[src/rtl/fpu_dp_add_issue.sv]
// rtl/fpu_dp_add_issue.sv - operand issue FIFO for the binary64 adder with special-case resolution
module fpu_dp_add_issue #(
    parameter int          DEPTH     = 2,
    parameter logic [63:0] CANON_NAN = 64'h7FF8_0000_0000_0000
) (
    input  logic                     clk,
    input  logic                     rst_n,
    input  logic                     in_valid,
    output logic                     in_ready,
    input  logic [63:0]              in_a,
    input  logic [63:0]              in_b,
    output logic                     out_valid,
    input  logic                     out_ready,
    output logic [63:0]              out_a,
    output logic [63:0]              out_b,
    output logic                     out_special,
    output logic [63:0]              out_special_result,
    output logic                     out_invalid,
    output logic [$clog2(DEPTH):0]   count
);

    localparam int AW = $clog2(DEPTH);
    localparam int CW = AW + 1;
    localparam logic [CW-1:0] FULL = CW'(DEPTH);

    logic [AW-1:0] wr_ptr;
    logic [AW-1:0] rd_ptr;
    logic [CW-1:0] occ;
    logic          push;
    logic          pop;

    logic          a_nan, a_inf, a_zero;
    logic          b_nan, b_inf, b_zero;
    logic [63:0]   flush_a, flush_b;
    logic [63:0]   spec_res;
    logic          spec;
    logic          inv;

    logic [63:0]      mem_a   [DEPTH];
    logic [63:0]      mem_b   [DEPTH];
    logic [63:0]      mem_res [DEPTH];
    logic [DEPTH-1:0] mem_sp;
    logic [DEPTH-1:0] mem_inv;

    assign in_ready  = (occ != FULL);
    assign out_valid = (occ != '0);
    assign push      = in_valid & in_ready;
    assign pop       = out_valid & out_ready;
    assign count     = occ;

    // Zero and denormal share a_zero: the adder assumes a hidden 1, so both collapse to signed zero.
    always_comb begin
        a_nan   = (in_a[62:52] == 11'h7FF) && (in_a[51:0] != 52'd0);
        a_inf   = (in_a[62:52] == 11'h7FF) && (in_a[51:0] == 52'd0);
        a_zero  = (in_a[62:52] == 11'h000);
        b_nan   = (in_b[62:52] == 11'h7FF) && (in_b[51:0] != 52'd0);
        b_inf   = (in_b[62:52] == 11'h7FF) && (in_b[51:0] == 52'd0);
        b_zero  = (in_b[62:52] == 11'h000);
        flush_a = a_zero ? {in_a[63], 63'd0} : in_a;
        flush_b = b_zero ? {in_b[63], 63'd0} : in_b;
    end

    always_comb begin
        spec     = 1'b1;
        inv      = 1'b0;
        spec_res = '0;
        if (a_nan || b_nan) begin
            spec_res = CANON_NAN;
            inv      = 1'b1;
        end else if (a_inf && b_inf && (in_a[63] != in_b[63])) begin
            spec_res = CANON_NAN;
            inv      = 1'b1;
        end else if (a_inf) begin
            spec_res = in_a;
        end else if (b_inf) begin
            spec_res = in_b;
        end else if (a_zero && b_zero) begin
            spec_res = {in_a[63] & in_b[63], 63'd0};
        end else if (a_zero) begin
            spec_res = in_b;
        end else if (b_zero) begin
            spec_res = in_a;
        end else begin
            spec = 1'b0;
        end
    end

    // Payload storage needs no reset: the head is masked by out_valid.
    always_ff @(posedge clk) begin
        if (push && rst_n) begin
            mem_a[wr_ptr]   <= flush_a;
            mem_b[wr_ptr]   <= flush_b;
            mem_res[wr_ptr] <= spec_res;
            mem_sp[wr_ptr]  <= spec;
            mem_inv[wr_ptr] <= inv;
        end
    end

    always_ff @(posedge clk) begin
        if (!rst_n) begin
            wr_ptr <= '0;
            rd_ptr <= '0;
            occ    <= '0;
        end else begin
            if (push) wr_ptr <= wr_ptr + AW'(1);
            if (pop)  rd_ptr <= rd_ptr + AW'(1);
            case ({push, pop})
                2'b10:   occ <= occ + CW'(1);
                2'b01:   occ <= occ - CW'(1);
                default: occ <= occ;
            endcase
        end
    end

    always_comb begin
        out_a              = '0;
        out_b              = '0;
        out_special        = 1'b0;
        out_special_result = '0;
        out_invalid        = 1'b0;
        if (out_valid) begin
            out_a              = mem_a[rd_ptr];
            out_b              = mem_b[rd_ptr];
            out_special        = mem_sp[rd_ptr];
            out_special_result = mem_res[rd_ptr];
            out_invalid        = mem_inv[rd_ptr];
        end
    end

endmodule

[config.mk]
export PLATFORM = sky130hd
export DESIGN_NAME = fpu_dp_add_issue
export DESIGN_NICKNAME = d
export VERILOG_FILES = /design/src/rtl/fpu_dp_add_issue.sv
export SDC_FILE = /design/constraint.sdc
export NUM_CORES = 1
export LEC_CHECK = 0
export ABC_CLOCK_PERIOD_IN_PS = 19300
export BUFFER_PORTS_ARGS = -buffer_cell sky130_fd_sc_hd__buf_2
export CORE_MARGIN = 8
export CORE_UTILIZATION = 50
export CTS_BUF_LIST = sky130_fd_sc_hd__clkbuf_4 sky130_fd_sc_hd__clkbuf_8 sky130_fd_sc_hd__clkbuf_16
export DETAILED_ROUTE_END_ITERATION = 7
export GPL_TIMING_DRIVEN = 1
export PLACE_DENSITY_LB_ADDON = 0.25
export RECOVER_POWER = 100
export SYNTH_ARGS = -nofsm -noshare
export SYNTH_HDL_FRONTEND = slang
export SYNTH_SLANG_ARGS = --single-unit
export TNS_END_PERCENT = 30
[constraint.sdc]
create_clock -name clk -period 19.3 [get_ports clk]
set_clock_uncertainty 0.05 [all_clocks]
set_input_delay 3.86 -clock clk [delete_from_list [all_inputs] [get_ports clk]]
set_output_delay 3.86 -clock clk [all_outputs]
set_load 0.005 [all_outputs]
==> metrics <==
outcome=finished with violations; violated checks=max-capacitance violations, max-slew violations; Resize count post-CTS=0; grt met1 use=29.4%; largest net degree at the start of global routing=99; antenna-violating nets left=0; FF-to-FF path depth=5; port buffer count=329; postcts setup bufs=0; clk_lat worst skew=510 ps; Root Buffer=clkbuf_16; Synth area leaders=edfxtp_1, mux2i_1, nor2_1; Seq. cell area=0.0118 mm^2; biggest area consumer among synthesized cells=edfxtp_1; syn avg cell area=14.2 um^2; Distinct cells, synth=40; r2r endpoint=mem_b[0][13]; TritonCTS Buffers=41; layout cell share with drive strength beyond 1=13.0%; Synth async-reset ratio=0%; count leader, synth=edfxtp_1; Post-Syn Nets=1341; Tot Pwr=2.60 mW; Lkg Pwr=6.42 nW; # IOs=330; Cells after Synth=1207; Final Core Density=57.9%; cell area after layout=0.0198 mm^2; drt first pass iters=5; Synth top cells by count=edfxtp_1, nor2_1, mux2i_1; area of the multi-input gates=0.00472 mm^2; post-route insts no fill=1979; Residual DRC=0; grt ovf=0; pre-CTS WS=12290 ps; DIE AREA=0.0405 mm^2; Worst Max-Slew Pin Slew=4730 ps; Max Cap Viol=11; Die H=201 um; Final WS setup=6860 ps; initial core utilization=50.2%; Req. time, crit path=15390 ps; initial antenna violation count=4; slew margin rel.=-215%; clock slew at reported path FFs=60 ps; Initial DRC Count=854; Worst setup SP type=flop; sequential-to-total area share from yosys stat=68.4%; maximum vdd ir drop=239 uV; critical path class=reg -> out; fmax=0.0804 GHz; Post-CTS Hold Buffers=0; global-route met2 utilization=34.5%; core footprint=0.0342 mm^2; final slew viol count=767; PwrDens=131 mW/mm^2; met3 usage=5.11%; DR vias=11.0k; final setup violation count=0; worst hold slack=523 ps; Synth Cell Area=0.0172 mm^2; Routed WL=45300 um; clock tree buffer depth=3; yosys warns=0; # nets final=1628; clock sinks=393; Die Wd=201 um; area grow syn2layout=15.4%; GPL Wtd Cong=0.841; Worst Setup End Kind=primary output; hold-critical path depth=2; dpl cells=1906; Tcrit/Tclk final=64.5%; hold_sp=count[1]; CTS tree=yes; unrepaired setup endpoints after global routing=false; Synth Register Bits=393; WHS Endpoint=count[1]; Std-Cell Rows=68; dpl hpwl=29400 um; Crit Path Max Fanout=98; Final min period=12440 ps; gr usage total=21.5%; vias in the first global route=11.6k; Critical Path AT=8530 ps; Hold Crit Class=reg -> reg; Fillers=2909; number of synthesized flops with an enable pin=388; Cell Area, Placed=0.0191 mm^2; Final Hold Fails=0; RR Startpoint=count[0]; setup TNS=0 ps; Synth Flop Type=edfxtp_1; share of the synthesized area in the top cell type=67.8%; GR peak layer=met2; Routed wire per std cell=22.9 um; first-pass GRT wire length=68600 um; CTS H-tree depth=2; vias per inst=5.58; R2R Setup Slk=12350 ps
-- worst max-delay path, stage by stage (launching register included) --
cell,delay (ps)
dfxtp_1,360
nor2_4,110
clkbuf_1,3230
clkbuf_1,3500
nor2_1,420
clkbuf_1,270
-- placed cells by master, fill, tap and decap left out, types with 2 or more instances in the layout --
master     instances
a2111oi_0         50
a21oi_1           11
a221o_1            3
a31o_1             2
and2_0           107
and2_1             2
buf_2            107
buf_4              5
bufinv_16          4
clkbuf_1         219
clkbuf_16         41
clkbuf_2          12
clkbuf_4           9
clkinv_1           6
clkinv_2           7
dfxtp_1            4
diode_2            3
edfxtp_1         388
ha_1               2
inv_1              3
inv_6              2
mux2i_1          194
nand2_1           11
nand2b_1           2
nand3_1            6
nand3_2            3
nand4_1            8
nor2_1           248
nor3_1             3
nor3_4             2
nor4_1            31
o21ai_0           10
xnor2_1            3
-- final cells by class --
cell class,instances,area share [%]
sequential,393,59.3
timing repair buffer,343,7.34
antenna,3,0.0379
inverter,3,0.0568
multi-input combinational,712,23.8
clock inverter,19,0.985
tap,455,2.87
clock buffer,51,5.59
-- report_power, final --
part / leakage (nW) / switching, mW / internal [mW]
clock: 0.656 / 0.310 / 0.459
sequential: 3.58 / 0.0342 / 1.04
combinational: 2.19 / 0.476 / 0.284
-- sequential cells by signal, summed over array words and instances, names as in the netlist, named ones only --
name     count
mem_sp       2
mem_b      128
mem_a      128
mem_inv      2
count        2
wr_ptr       1
mem_res    128
rd_ptr       1
-- worst max path at each step --
stage              from                endpoint  cells past startpoint
2_1_floorplan  in_valid             mem_a[0][0]                      2
3_3_place_gp   in_b[50]          mem_res[0][55]                      7
3_5_place_dp       flop  out_special_result[42]                      5
4_1_cts            flop  out_special_result[42]                      5
5_1_grt        count[0]               out_a[46]                      5
6_report       count[1]               out_b[51]                      5
-- logic make-up after synthesis --
| kind of cell | after synthesis | synth area share [%] |
|---|---|---|
| AO/OA/AOI/OAI | 81 | 5.49 |
| XOR/XNOR | 4 | 0.204 |
| adder cells (fa/ha/maj) | 2 | 0.146 |
| buffers and inverters | 102 | 2.48 |
| flip-flops | 393 | 68.4 |
| multiplexers | 194 | 11.3 |
| AND/OR/NAND/NOR | 431 | 11.9 |
-- per-layer routing --
| layer | vias to the layer above | routed length (um) |
|---|---|---|
| met5 | - | 13 |
| met4 | 2 | 763 |
| met3 | 54 | 3480 |
| met2 | 473 | 21600 |
| met1 | 5455 | 19400 |
| li1 | 5053 | - |
No activity file was read; power rests on OpenSTA's default activity.
